`src/rtl/program_stream_decoder.sv`:
```
// Record walker for a packed program image held in a synchronous 8-bit ROM.
// Define PROG_DECODER_CHECKSUM_EN to require a trailing per-record checksum byte.
module program_stream_decoder #(
    parameter int         PROGRAM_SIZE   = 1,
    parameter int         PROG_ADDR_BITS = (PROGRAM_SIZE > 1) ? $clog2(PROGRAM_SIZE) : 1,
    parameter int         ADDR_BYTES     = 2,
    parameter int         LENGTH_BYTES   = 1,
    parameter int         MAX_BLOCK_LEN  = 64,
    parameter logic [7:0] EOF_TYPE       = 8'h01
) (
    input  logic                                 clk,
    input  logic                                 rst,
    output logic [PROG_ADDR_BITS-1:0]            prog_addr,
    input  logic [7:0]                           prog_data,
    input  logic                                 start,
    output logic                                 ready,
    output logic                                 done,
    output logic                                 eop,
    output logic                                 error,
    output logic                                 hdr_valid,
    output logic [8*LENGTH_BYTES-1:0]            block_length,
    output logic [8*ADDR_BYTES-1:0]              block_address,
    output logic [7:0]                           block_type,
    output logic                                 data_valid,
    input  logic                                 data_ready,
    output logic [7:0]                           data_byte,
    output logic [$clog2(MAX_BLOCK_LEN+1)-1:0]   data_index,
    output logic                                 data_last
);

    localparam int LW  = 8 * LENGTH_BYTES;
    localparam int AW  = 8 * ADDR_BYTES;
    localparam int IW  = $clog2(MAX_BLOCK_LEN + 1);
    localparam int PAW = PROG_ADDR_BITS + 1;

    localparam logic [2:0]     LEN_END    = 3'(LENGTH_BYTES);
    localparam logic [2:0]     TYPE_IDX   = 3'(LENGTH_BYTES + ADDR_BYTES);
    localparam logic [PAW-1:0] ADDR_LIMIT = PAW'(PROGRAM_SIZE);

    typedef enum logic [2:0] {
        IDLE,
        FETCH,
        CAPTURE,
        HDR,
        DATA,
`ifdef PROG_DECODER_CHECKSUM_EN
        CSUM,
`endif
        FINISH
    } state_t;

    // Which part of the record the pending FETCH/CAPTURE pair is reading.
    typedef enum logic [1:0] {
        PH_HDR,
        PH_DATA,
        PH_CSUM
    } phase_t;

    state_t          state_q, state_d;
    phase_t          phase_q, phase_d;
    // NOTE: one extra bit so the pointer can sit at PROGRAM_SIZE and be caught as an overrun instead of wrapping.
    logic [PAW-1:0]  addr_q, addr_d;
    logic [2:0]      hcnt_q, hcnt_d;
    logic [LW-1:0]   len_q, len_d;
    logic [AW-1:0]   baddr_q, baddr_d;
    logic [7:0]      type_q, type_d;
    logic [7:0]      byte_q, byte_d;
    logic [IW-1:0]   idx_q, idx_d;
    logic [7:0]      sum_q, sum_d;
    logic            done_q, done_d;
    logic            eop_q, eop_d;
    logic            err_q, err_d;
    logic            ready_q, ready_d;
    logic            end_rec, close_rec, close_err;

    assign prog_addr     = addr_q[PROG_ADDR_BITS-1:0];
    assign ready         = ready_q;
    assign done          = done_q;
    assign eop           = eop_q;
    assign error         = err_q;
    assign hdr_valid     = (state_q == HDR);
    assign block_length  = len_q;
    assign block_address = baddr_q;
    assign block_type    = type_q;
    assign data_valid    = (state_q == DATA);
    assign data_byte     = byte_q;
    assign data_index    = idx_q;
    assign data_last     = (state_q == DATA) && (LW'(idx_q) == len_q - LW'(1));

    // NOTE: every variable gets its hold value first, so no path through the case can infer a latch.
    always_comb begin
        state_d   = state_q;
        phase_d   = phase_q;
        addr_d    = addr_q;
        hcnt_d    = hcnt_q;
        len_d     = len_q;
        baddr_d   = baddr_q;
        type_d    = type_q;
        byte_d    = byte_q;
        idx_d     = idx_q;
        sum_d     = sum_q;
        done_d    = done_q;
        eop_d     = eop_q;
        err_d     = err_q;
        end_rec   = 1'b0;
        close_rec = 1'b0;
        close_err = 1'b0;

        case (state_q)
            IDLE, FINISH: begin
                state_d = IDLE;
                if (start && ready_q) begin
                    state_d = FETCH;
                    phase_d = PH_HDR;
                    hcnt_d  = '0;
                    idx_d   = '0;
                    sum_d   = '0;
                    done_d  = 1'b0;
                    eop_d   = 1'b0;
                    err_d   = 1'b0;
                end
            end
            FETCH: begin
                if (addr_q == ADDR_LIMIT) begin
                    state_d = FINISH;
                    done_d  = 1'b1;
                    eop_d   = 1'b1;
                    err_d   = 1'b1;
                    addr_d  = '0;
                end else begin
                    state_d = CAPTURE;
                end
            end
            CAPTURE: begin
                addr_d = addr_q + PAW'(1);
                sum_d  = sum_q + prog_data;
                case (phase_q)
                    PH_HDR: begin
                        if (hcnt_q < LEN_END)       len_d   = LW'({len_q, prog_data});
                        else if (hcnt_q < TYPE_IDX) baddr_d = AW'({baddr_q, prog_data});
                        else                        type_d  = prog_data;
                        hcnt_d  = hcnt_q + 3'd1;
                        state_d = (hcnt_q == TYPE_IDX) ? HDR : FETCH;
                    end
                    PH_DATA: begin
                        byte_d  = prog_data;
                        state_d = DATA;
                    end
                    default: begin
`ifdef PROG_DECODER_CHECKSUM_EN
                        state_d = CSUM;
`else
                        state_d = IDLE;
`endif
                    end
                endcase
            end
            HDR: begin
                if (int'(len_q) > MAX_BLOCK_LEN) begin
                    close_rec = 1'b1;
                    close_err = 1'b1;
                end else if (len_q == '0) begin
                    end_rec = 1'b1;
                end else begin
                    state_d = FETCH;
                    phase_d = PH_DATA;
                end
            end
            DATA: begin
                if (data_ready) begin
                    if (data_last) begin
                        end_rec = 1'b1;
                    end else begin
                        idx_d   = idx_q + IW'(1);
                        state_d = FETCH;
                    end
                end
            end
`ifdef PROG_DECODER_CHECKSUM_EN
            CSUM: begin
                close_rec = 1'b1;
                close_err = (sum_q != 8'h00);
            end
`endif
            default: state_d = IDLE;
        endcase

        if (end_rec) begin
`ifdef PROG_DECODER_CHECKSUM_EN
            state_d = FETCH;
            phase_d = PH_CSUM;
`else
            close_rec = 1'b1;
`endif
        end

        // An EOF record rewinds the pointer so the next start replays the image.
        if (close_rec) begin
            state_d = FINISH;
            done_d  = 1'b1;
            err_d   = close_err;
            eop_d   = (type_q == EOF_TYPE);
            if (eop_d) addr_d = '0;
        end

        ready_d = (state_d == IDLE) || (state_d == FINISH);
    end

    always_ff @(posedge clk) begin
        if (rst) begin
            state_q <= IDLE;
            phase_q <= PH_HDR;
            addr_q  <= '0;
            hcnt_q  <= '0;
            len_q   <= '0;
            baddr_q <= '0;
            type_q  <= '0;
            byte_q  <= '0;
            idx_q   <= '0;
            sum_q   <= '0;
            done_q  <= 1'b0;
            eop_q   <= 1'b0;
            err_q   <= 1'b0;
            ready_q <= 1'b0;
        end else begin
            state_q <= state_d;
            phase_q <= phase_d;
            addr_q  <= addr_d;
            hcnt_q  <= hcnt_d;
            len_q   <= len_d;
            baddr_q <= baddr_d;
            type_q  <= type_d;
            byte_q  <= byte_d;
            idx_q   <= idx_d;
            sum_q   <= sum_d;
            done_q  <= done_d;
            eop_q   <= eop_d;
            err_q   <= err_d;
            ready_q <= ready_d;
        end
    end

endmodule
```
`config.mk`:
```
export PLATFORM = sky130hd
export DESIGN_NAME = program_stream_decoder
export DESIGN_NICKNAME = d
export VERILOG_FILES = /design/src/rtl/program_stream_decoder.sv
export SDC_FILE = /design/constraint.sdc
export NUM_CORES = 1
export LEC_CHECK = 0
export ABC_AREA = 0
export BUFFER_PORTS_ARGS = -buffer_cell sky130_fd_sc_hd__buf_2
export CORE_MARGIN = 8
export CORE_UTILIZATION = 54
export DETAILED_ROUTE_END_ITERATION = 12
export GPL_TIMING_DRIVEN = 0
export PLACE_DENSITY = 0.82
export SLEW_MARGIN = 40
export SYNTH_ARGS = -nofsm -noshare
export SYNTH_HDL_FRONTEND = slang
export SYNTH_SLANG_ARGS = --single-unit
```
`constraint.sdc`:
```
create_clock -name clk -period 3.6 [get_ports clk]
set_input_delay 0.36 -clock clk [delete_from_list [all_inputs] [get_ports clk]]
set_output_delay 0.36 -clock clk [all_outputs]
set_load 0.05 [all_outputs]
```
==> impl_summary.log <==
[metrics] launch point of the worst hold path: prog_data[5]
[metrics] maximum fanout along the worst path: 10
[metrics] standby leakage power: 1.47 nW
[metrics] post-synthesis share of cell area spent on xor and xnor gates: 2.35%
[metrics] Final Core Density: 67.0%
[metrics] start point of the critical path: block_length[0]
[metrics] fraction of layout instances using a drive strength above 1: 25.6%
[metrics] combined area of the multi-input logic cells: 1680 um2
[metrics] type of the tightest min-delay check: input port to flop
[metrics] final setup fails: 0
[metrics] first-pass GRT wire length: 12.9 mm
[metrics] result of the run: complete, no violations
[metrics] Core ar.: 5410 um2
[metrics] CP max-delay cell: dfxtp_1
[metrics] post-CTS setup buffer count: 0
[metrics] Placer Congestion: 0.854
[metrics] post-layout instance count excluding filler cells: 490
[metrics] headroom to the max-slew limit: 47.5%
[metrics] final net count: 432
[metrics] dominant combinational cell family by area after synthesis: simple AND/OR/NAND/NOR gates
[metrics] fraction of synthesized area in multiplexers: 11.4%
[metrics] clock slew seen by the registers of the worst setup and hold paths: 70 ps
[metrics] relative area change from synthesis to final layout: 21.6%
[metrics] TritonCTS clock tree: built
[metrics] final count of hold timing violations: 0
[metrics] drt wl/cell: 15.6 um
[metrics] CP endpoint kind: output pin
[metrics] number of buffers added by the clock tree synthesis step: 9
[metrics] die outline area: 8150 um2
[metrics] total length of routed wires: 7.67 mm
[metrics] count of H-tree levels built during CTS: 3
[metrics] RSZ-0062 raised after global routing: false
[metrics] worst setup skew after layout: 6.11 ps
[metrics] clock network latency to the later pin of the worst-skew pair: 330 ps
[metrics] total number of placement rows: 27
[metrics] top routing layer in use: met4
[metrics] largest net degree at the start of global routing: 12
[metrics] Die H: 90.3 um
[metrics] share of the synthesized area in compound gates (AO/OA/AOI/OAI): 15.2%
[metrics] ys flop type: dfxtp_1
[metrics] peak supply drop: 0.275 mV
[metrics] # fillers: 454
[metrics] via count of the first global-routing pass: 2716
[metrics] post-synthesis cell type count: 61
[metrics] quantity of I/O buffers inserted on ports: 66
[metrics] hold-critical path depth: 3
[metrics] starting DRC count in detailed routing: 171
[metrics] Max Transition Viols Final: 0
[metrics] Buf/Inv on CP: 3
[metrics] Overall Global Routing Usage: 19.1%
[metrics] wire length on met2: 3.56 mm
[metrics] ranking of synthesized cells by area: dfxtp_1, mux2i_1, nor2_1, a21oi_1, nand2_1
[metrics] Chip Width: 90.3 um
[metrics] time the worst path needs with I/O delays and setup: 3010 ps
[metrics] crit-path leading delay family: compound AO/OA/AOI/OAI gates
[metrics] transition time of the tightest slew-check pin: 783 ps
[metrics] final total negative setup slack: 0 ps
[metrics] Achievable Freq: 332 MHz
[metrics] syn nets: 355
[metrics] diode insertion count for antenna repair: 0
[metrics] most instantiated cells after synthesis: dfxtp_1, nor2_1, mux2i_1
[metrics] FF/Latch Area: 1200 um2
[metrics] pwr dens: 440 nW/um2
[metrics] detailed-routing iteration count for the pre-antenna-repair pass: 4
[metrics] cell at the root of the clock tree: clkbuf_8
[metrics] sequential area share after synthesis: 40.3%
[metrics] type of the worst setup path: flop to output pin
[metrics] minimum hold slack: 319 ps
[metrics] Total Power: 1.59 mW
[metrics] post-synthesis share of cell area spent on and, or, nand and nor gates: 24.4%
[metrics] async set or reset register ratio after synthesis: 0%
[metrics] overflow left after global routing: 0
[metrics] area share of the largest cell type after synthesis: 40.3%
[metrics] post-synthesis register bit count: 60
[metrics] via count: 2746
[metrics] Worst path max stage delay: 470 ps
[metrics] post-route fraction of the period consumed by the critical path: 83.6%
[metrics] number of placed I/O pins: 67
[metrics] Post-Synthesis Mean Instance Area: 8.86 um2
[metrics] # DRC: 0
[metrics] stages on the worst setup path: 8
[metrics] maximum buffer depth of the clock tree: 2
[metrics] area of the mapped netlist: 2980 um2
[metrics] most used standard cell by instance count after synthesis: dfxtp_1
[metrics] DR vias/cell: 5.60
[metrics] count of hold buffers inserted by post-cts repair: 0
[metrics] placement-stage worst setup slack: 955 ps
[metrics] Setup crit start kind: flop
[metrics] initial antenna violation count: 0
[metrics] worst path arrival time: 2650 ps
[metrics] yosys synthesis warning count: 0
[metrics] Placed Cells: 474
[metrics] number of standard cells after synthesis: 336
[metrics] EDFF count, synth: 0
[metrics] Num Clock Sinks: 60
[metrics] ANT nets after route: 0
[metrics] adder-cell area share of the yosys netlist: 2.94%
[metrics] met3 wire length: 643 um
[metrics] data required time of the worst path: 3240 ps
[metrics] Resized Gates After CTS: 0
[metrics] Setup WS post-layout: 592 ps
[metrics] post-synthesis cell type with the largest combined area: dfxtp_1
[metrics] effective utilization at floorplan: 55.1%
[metrics] final HPWL from detailed placement: 5.60 mm
[metrics] number of max-cap violations: 0
[metrics] placed standard-cell area: 3400 um2
[metrics] wire length the detailed router placed on met1: 3.36 mm
[metrics] length in cells of the worst reg-to-reg path: 8
[metrics] worst-path cell chain: inv_1 > ha_1 > and2_1 > o21a_1 > o31a_1 > a211oi_4 > buf_6 > buf_2
[metrics] final std cell area, no fill: 3620 um2
[metrics] origin of the critical flop-to-flop path: block_length[0]
==> final timing paths <==
kind / endpoint / slack, ps
min reg2reg: data_byte[5] / 450
max: data_last / 590
min: data_byte[5] / 320
max reg2reg: data_index[5] / 1200
==> tightest hold or removal path: cells and delay by family <==
kind	cells	cell delay, ps
compound gates	1	50
buf+inv	1	130
simple gates	1	60
==> routing by layer <==
layer  global-route usage, %  up-vias
met5                       0        -
met2                    30.1      108
li1                        -     1336
met3                    7.40       14
met4                    6.93        0
met1                    23.1     1288
==> power breakdown <==
group / leakage, nW / switching (mW) / internal (mW)
Clock: 0.111 / 0.273 / 0.391
Combinational: 0.875 / 0.155 / 0.0761
Sequential: 0.484 / 0.0195 / 0.680
==> layout make-up <==
type | count | area share (%)
sequential | 60 | 33.2
multi-input combinational | 253 | 46.5
timing repair buffer | 66 | 9.13
clock buffer | 10 | 3.53
inverter | 10 | 1.04
buffer | 13 | 1.73
tap | 72 | 2.49
clock inverter | 6 | 2.42
==> cell families after synthesis <==
logic type | after synthesis
and+or+nand+nor | 142
DFF | 60
adders and majority gates | 7
buffers and inverters | 23
AOI/OAI and AO/OA | 62
muxes | 34
xor gates and xnor gates | 8
==> placed cells by master, fill, tap and decap left out, types with 3 or more instances in the layout <==
cell,Yosys,layout
a21oi_1,25,25
a22oi_1,3,3
and3_1,3,3
buf_2,2,68
clkbuf_1,7,8
clkbuf_8,0,9
dfxtp_1,60,60
ha_1,7,7
inv_1,10,10
mux2i_1,34,34
nand2_1,30,30
nand2b_1,3,3
nand3_1,7,7
nand4_1,3,3
nor2_1,56,56
nor2b_1,4,4
nor3_1,5,5
nor3b_1,3,3
o21a_1,3,3
o21ai_0,10,10
or3_2,5,5
xnor2_1,4,4
xor2_1,4,4
==> flip-flops by register name, indices dropped and copies added, names as in the netlist <==
register,flops
data_byte,8
phase_q,1
state_q,3
eop,1
error,1
block_address,16
hcnt_q,3
block_length,8
done,1
data_index,7
addr_q,2
block_type,8
ready,1
Power figures use the tool's default switching activity.
